File: config.mk
export PLATFORM = sky130hd
export DESIGN_NAME = wiring_scan_ctrl
export DESIGN_NICKNAME = d
export VERILOG_FILES = /design/src/rtl/wiring_scan_ctrl.sv
export SDC_FILE = /design/constraint.sdc
export NUM_CORES = 1
export LEC_CHECK = 0
export BUFFER_PORTS_ARGS = -buffer_cell sky130_fd_sc_hd__buf_2
export CAP_MARGIN = 15
export CORE_ASPECT_RATIO = 0.75
export CORE_MARGIN = 4
export CORE_UTILIZATION = 51
export CTS_CLUSTER_DIAMETER = 40
export DETAILED_ROUTE_END_ITERATION = 7
export PLACE_DENSITY_LB_ADDON = 0.05
export SLEW_MARGIN = 20
export SYNTH_ARGS = -nofsm -noshare
export SYNTH_HDL_FRONTEND = slang
export SYNTH_SLANG_ARGS = --single-unit
export TNS_END_PERCENT = 100
File: constraint.sdc
create_clock -name clk -period 3.8 [get_ports clk]
set_clock_uncertainty 0.05 [all_clocks]
set_input_delay 0.76 -clock clk [delete_from_list [all_inputs] [get_ports clk]]
set_output_delay 0.76 -clock clk [all_outputs]
set_load 0.03 [all_outputs]
File: src/rtl/wiring_scan_ctrl.sv
// Wiring scan controller: walks the gates of one circuit layer, queries the
// external Add/Mul wiring predicates for each gate, and streams one entry per
// wired gate through a single-entry valid/ready output slot.
//
// Ports:
//   clk, rst_n              clock, asynchronous active-low reset
//   start, layer_in         scan request and layer to scan (sampled in IDLE)
//   busy, done, err         scan in progress, completion pulse, sticky conflict
//   wire_gate, wire_layer   current gate/layer driven to the predicates
//   add_conn, is_add        Add predicate response (combinational)
//   mul_conn, is_mul        Mul predicate response (combinational)
//   out_valid, out_ready    output slot handshake
//   out_gate, out_conn,
//   out_is_mul              output entry payload
//   entry_count             entries emitted in the current or last scan
module wiring_scan_ctrl #(
  parameter int unsigned LN_LAYER = 1,
  parameter int unsigned G        = 3,
  parameter int unsigned NUM_BITS = 3,
  parameter int unsigned LN_G     = 1
) (
  input  logic                  clk,
  input  logic                  rst_n,
  input  logic                  start,
  input  logic [LN_LAYER:0]     layer_in,
  output logic                  busy,
  output logic                  done,
  output logic                  err,
  output logic [LN_G:0]         wire_gate,
  output logic [LN_LAYER:0]     wire_layer,
  input  logic [NUM_BITS:0]     add_conn,
  input  logic                  is_add,
  input  logic [NUM_BITS:0]     mul_conn,
  input  logic                  is_mul,
  output logic                  out_valid,
  input  logic                  out_ready,
  output logic [LN_G:0]         out_gate,
  output logic [NUM_BITS:0]     out_conn,
  output logic                  out_is_mul,
  output logic [LN_G+1:0]       entry_count
);

  localparam int unsigned LW = LN_LAYER + 1;
  localparam int unsigned GW = LN_G + 1;
  localparam int unsigned CW = NUM_BITS + 1;
  localparam int unsigned EW = LN_G + 2;

  localparam logic [GW-1:0] G_LAST = GW'(G - 1);

  typedef enum logic [1:0] {
    IDLE  = 2'd0,
    SCAN  = 2'd1,
    DRAIN = 2'd2
  } state_t;

  state_t          state;
  logic [GW-1:0]   g;
  logic [LW-1:0]   layer_q;

  logic            slot_free_c;
  logic            one_hot_c;
  logic            both_c;
  logic            load_c;
  logic            advance_c;
  logic [CW-1:0]   sel_conn_c;

  // Slot is free if empty or being consumed this cycle.
  always_comb begin
    slot_free_c = 1'b0;
    one_hot_c   = 1'b0;
    both_c      = 1'b0;
    load_c      = 1'b0;
    advance_c   = 1'b0;
    sel_conn_c  = '0;
    slot_free_c = !out_valid || out_ready;
    one_hot_c   = is_add ^ is_mul;
    both_c      = is_add && is_mul;
    load_c      = one_hot_c && slot_free_c;
    // A wired gate advances only once its entry is loaded; unwired gates
    // advance unconditionally.
    advance_c   = load_c || (!is_add && !is_mul);
    sel_conn_c  = is_mul ? mul_conn : add_conn;
  end

  assign wire_gate  = g;
  assign wire_layer = layer_q;

  // Controller FSM with registered outputs.
  always_ff @(posedge clk or negedge rst_n) begin
    if (!rst_n) begin
      state       <= IDLE;
      g           <= '0;
      layer_q     <= '0;
      busy        <= 1'b0;
      done        <= 1'b0;
      err         <= 1'b0;
      out_valid   <= 1'b0;
      out_gate    <= '0;
      out_conn    <= '0;
      out_is_mul  <= 1'b0;
      entry_count <= '0;
    end else begin
      done <= 1'b0;
      // Consumed entry leaves the slot unless reloaded below.
      if (out_valid && out_ready) begin
        out_valid <= 1'b0;
      end

      case (state)
        IDLE: begin
          if (start) begin
            layer_q     <= layer_in;
            entry_count <= '0;
            err         <= 1'b0;
            g           <= '0;
            busy        <= 1'b1;
            state       <= SCAN;
          end
        end

        SCAN: begin
          if (both_c) begin
            // Conflicting predicates: drop the gate and abort the scan.
            err   <= 1'b1;
            state <= DRAIN;
          end else begin
            if (load_c) begin
              out_valid   <= 1'b1;
              out_gate    <= g;
              out_conn    <= sel_conn_c;
              out_is_mul  <= is_mul;
              entry_count <= entry_count + EW'(1);
            end
            if (advance_c) begin
              if (g == G_LAST) begin
                state <= DRAIN;
              end else begin
                g <= g + GW'(1);
              end
            end
          end
        end

        DRAIN: begin
          if (slot_free_c) begin
            busy  <= 1'b0;
            done  <= 1'b1;
            state <= IDLE;
          end
        end

        default: begin
          state <= IDLE;
        end
      endcase
    end
  end

endmodule

Word level (Yosys, flattened, before mapping)
Index checks and enable logic that the tools add are counted.
{ "word_totals": {"ff_bits": 20, "out_inout_bits": 18, "word_cells": 74} }
{ "op_classes": {"add_sub_neg": 2, "eq_ne": 12, "muxes": 28, "n_bitwise": 2, "reduce_logical": 19} }
{ "ops": {"columns": ["operator", "count"], "rows": [
  ["$mux 2", 9],
  ["$ne 2x2->1 const B", 7],
  ["$mux 1", 10],
  ["$mux 3", 3],
  ["$reduce_and 3->1", 3],
  ["$reduce_and 4->1", 2],
  ["$ne 3x3->1 const B", 2],
  ["$pmux 2 s3", 1],
  ["$pmux 3 s2", 1],
  ["$reduce_and 5->1", 1],
  ["$eq 2x2->1 const B", 2],
  ["$logic_and 1x1->1", 4],
  ["$mux 4", 1],
  ["$pmux 1 s2", 2],
  ["$pmux 2 s2", 1],
  ["$reduce_bool 2->1", 2],
  ["$add 3x1->3 const B", 1],
  ["$logic_not 1->1", 3],
  ["$add 2x1->2 const B", 1],
  ["$eq 2x1->1 const B", 1],
  ["$logic_not 2->1", 1],
  ["$logic_or 1x1->1", 2],
  ["$reduce_and 2->1", 1],
  ["$not 1->1", 1],
  ["$xor 1x1->1", 1]
]} }

Longest topological paths before layout
{ "depth": {"ltp_word": 7, "mapped_depth": 8} }

Worst setup path before layout
OpenSTA, ideal clock, no wires.
{ "synth_path": {"kind": "input to register", "from": "input port is_mul", "to": "register out_gate[1]", "t_arrival_ns": 2.158, "setup_slack_ns": 1.467, "cell_stages": 6, "path_buffers": 2, "path_cell_list": "clkbuf_1 -> inv_1 -> ha_1 -> or3b_4 -> buf_6 -> mux2_4"} }
{ "synth_via": {"elab_chain_len": 3, "elab_cells_between_ends": 5, "cone_classes": "bitwise: 2; reduce/logical: 3"} }
{ "synth_rtl": {"columns": ["item", "line_no", "rtl"], "rows": [
  ["from (decl)", "34", "input logic is_mul,"],
  ["$xor 1x1->1 / $logic_and 1x1->1 (equally long branches)", "76, 77", null],
  ["$logic_and 1x1->1 / $not 1->1 (equally long branches)", null, null],
  ["$reduce_and 3->1 (no source line) *", null, null],
  ["to (signal assigned)", "129", "out_gate <= g;"],
  ["to (decl)", "37", "output logic [LN_G:0] out_gate,"]
]} }
Every way passes the cells marked *; elsewhere a longest branch is shown, timed or not.
A chain may end at the register's enable or synchronous reset.

Worst setup path in the final report
Ends and elaborated chain as after synthesis.

==> summary.md <==
| Metric | Value |
|---|---|
| Status | `completed` |
| Remaining routing DRC violations | `0` |
| Slowest CP cell | `or3b_4` |
| Area delta synth->final | `21.43%` |
| GRT Total Usage | `15.72%` |
| Row count | `13` |
| Yosys cell types | `21` |
| RSZ-0062 raised after global routing | `no` |
| Drt pass-1 iters | `4` |
| Routability cong. | `0.8177` |
| Slew Viols, Final | `0` |
| # port buffers | `33` |
| Worst-path clk slew | `110 ps` |
| Starting DRT DRC Count | `19` |
| DP Cell Count | `140` |
| Io pins | `34` |
| Worst Path Arrival | `2370 ps` |
| Synth top cells by count | `20 x dfrtp_1, 17 x nand2_1, 7 x mux2i_1` |
| Post-synth net total | `109` |
| Hold Buf Count CTS | `0` |
| Setup CP Type | `primary input to flop` |
| Fin. Hold Viols | `0` |
| First-pass GRT wire length | `2.967 mm` |
| Fillers | `145` |
| # clock sinks | `20` |
| Syn Inst Count | `89` |
| CP Cell Sequence | `buf_2 -> ha_1 -> or3b_1 -> or3b_4 -> mux2_4` |
| Max-Cap Viols | `0` |
| CTS Buf Count | `3` |
| Final Instance Area | `0.001127 sq mm` |
| Setup Buffers After CTS | `0` |
| Remaining Overflow, GRT | `0` |
| Resized cells post-CTS | `0` |
| Pwr dens | `825.5 mW/mm^2` |
| Die Area | `0.002574 sq mm` |
| Cell taking the most area after synthesis | `dfrtp_1` |
| Mapped Area | `928.4 sq um` |
| Crit path max fanout | `20` |
| Routed length per instance | `12.34 um` |
| Hpwl dp | `1.424 mm` |
| Die span in x | `57.27 um` |
| Setup TNS | `0 ps` |
| Antenna violations before repair | `0` |
| Height of the chip | `44.95 um` |
| CTS root buf | `clkbuf_4` |
| Post-synth EDFFs | `0` |
| Max frequency | `448.4 MHz` |
| Seq/Total Area, Yosys | `53.91%` |
| Tmin final | `2230 ps` |
| Main synth FF type | `dfrtp_1` |
| Required time worst endpoint | `3940 ps` |
| Avg Inst Size Synth | `10.43 sq um` |
| Asr flop ratio synth | `100.0%` |
| Post-synth top area share | `53.91%` |
| Final Cycle Share | `58.68%` |
| Static Leak | `0.6375 nW` |
| CTS tree | `yes` |
| Starting Density | `53.85%` |
| Slowest Stage Delay on Critical Path | `500 ps` |
| Worst slew pin tran | `468.5 ps` |
| Crit start category | `primary input` |
| # nets final | `143` |
| Fraction of layout cells with a size suffix above 1 | `33.61%` |
| Post-DP Area | `0.001091 sq mm` |
| Top cells by area, synth | `dfrtp_1 54%, mux2i_1 7.5%, nand2_1 6.9%` |
| Total number of vias | `712` |
| Htree depth | `1` |
| Final wirelength | `1.777 mm` |
| Clk buf depth | `2` |
| Non-Filler Instances | `144` |
| Core Area | `0.001724 sq mm` |
| CP Capture Type | `flop` |
| Diode count | `0` |
| Largest net degree at the start of global routing | `21` |
| Latest clock arrival within the worst-skew pair | `300 ps` |
| Count leader, synth | `dfrtp_1` |
| Slew margin rel. | `68.70%` |
| Hold WC Path Type | `primary input to async pin` |
| YS warnings | `0` |
| Maximum vdd drop | `515.1 uV` |
| Synth Register Bits | `20` |
| DR vias/cell | `4.944` |
| Vias in the first global route | `659` |
| DRT antenna net count | `0` |
| Final setup viols | `0` |
[flip-flops by register name (all words and copies together), names as in the netlist]
| signal | cells |
|---|---|
| busy | 1 |
| done | 1 |
| entry_count | 3 |
| err | 1 |
| out_conn | 4 |
| out_gate | 2 |
| out_is_mul | 1 |
| out_valid | 1 |
| state | 2 |
| wire_gate | 2 |
| wire_layer | 2 |
[worst paths after layout]
check	start	to	slack (ps)	depth (start not counted)
worst max-delay path	is_mul	out_gate[1]	1570	5
worst min-delay path	rst_n	busy	330	1
worst max register to register	state[1]	out_gate[1]	1970	3
worst min register to register	wire_layer[0]	wire_layer[0]	430	2
max in group asynchronous	rst_n	state[0]	3070	1
min in group clk	wire_layer[0]	wire_layer[0]	430	2
[per-stage QoR]
step | total power [mW] | util [%] | hold WS (ps) | setup WS, ps
2_1_floorplan | 0.6941 | - | 414.4 | 1467
3_3_place_gp | 0.8077 | 63.28 | 402.2 | 1286
3_5_place_dp | 0.8214 | 63.28 | 407.3 | 1251
4_1_cts | 0.9427 | 65.38 | 347.9 | 1581
5_1_grt | 0.9966 | 65.38 | 352.5 | 1536
6_report | 0.9306 | 65.38 | 333.0 | 1570
[placed cells by master (no fill, tap or decap)]
| master | instances |
|---|---|
| mux2_4 | 1 |
| nor2_1 | 3 |
| ha_1 | 4 |
| nand3_1 | 2 |
| nand2_1 | 17 |
| o21ai_1 | 4 |
| inv_1 | 5 |
| nor3b_1 | 2 |
| clkbuf_8 | 1 |
| clkbuf_4 | 3 |
| or3b_4 | 1 |
| o22ai_1 | 1 |
| or2_2 | 2 |
| a21o_1 | 2 |
| buf_2 | 33 |
| dfrtp_1 | 20 |
| or3b_1 | 1 |
| nor2b_1 | 1 |
| nand2b_1 | 3 |
| o21ai_0 | 5 |
| a21oi_1 | 4 |
| mux2i_1 | 7 |
[power breakdown]
group | switching [mW] | internal (mW)
Clock | 0.0632 | 0.0584
Sequential | 0.0581 | 0.301
Combinational | 0.302 | 0.148
[area by class of cell]
type / instances / area [sq um] / share of cell area, %
Multi-Input combinational cell: 60 / 379.1 / 33.63
Clock buffer: 4 / 36.28 / 3.219
Tap cell: 22 / 27.53 / 2.442
Timing Repair Buffer: 33 / 165.2 / 14.65
Sequential cell: 20 / 500.5 / 44.40
Inverter: 5 / 18.77 / 1.665
[worst max-delay path: cells and delay by family]
kind	cells	cell delay (ps)
AND/OR/NAND/NOR	2	900
multiplexers	1	330
adder cells (fa/ha/maj)	1	220
buffers and inverters	1	160
[metal layers]
| layer | share of wire, % | GRT usage, % | wire [um] | vias to the layer above |
|---|---|---|---|---|
| met2 | 48 | 25.97 | 859 | 22 |
| met3 | 6.0 | 5.429 | 106 | 2 |
| li1 | - | - | - | 362 |
| met4 | 0.96 | 5.556 | 17 | 0 |
| met5 | 0 | 0 | 0 | - |
| met1 | 45 | 19.52 | 793 | 326 |
[cells by family (layout without fill, tap and decap cells)]
group                      after synthesis  count (layout)  share of synthesized area (%)
muxes                                    8               8                          9.164
DFF                                     20              20                          53.91
AOI/OAI and AO/OA                       16              16                          9.299
buffers and inverters                    9              42                          5.256
and+or+nand+nor                         32              32                          16.98
adders and majority gates                4               4                          5.391
Power figures use the tool's default switching activity.
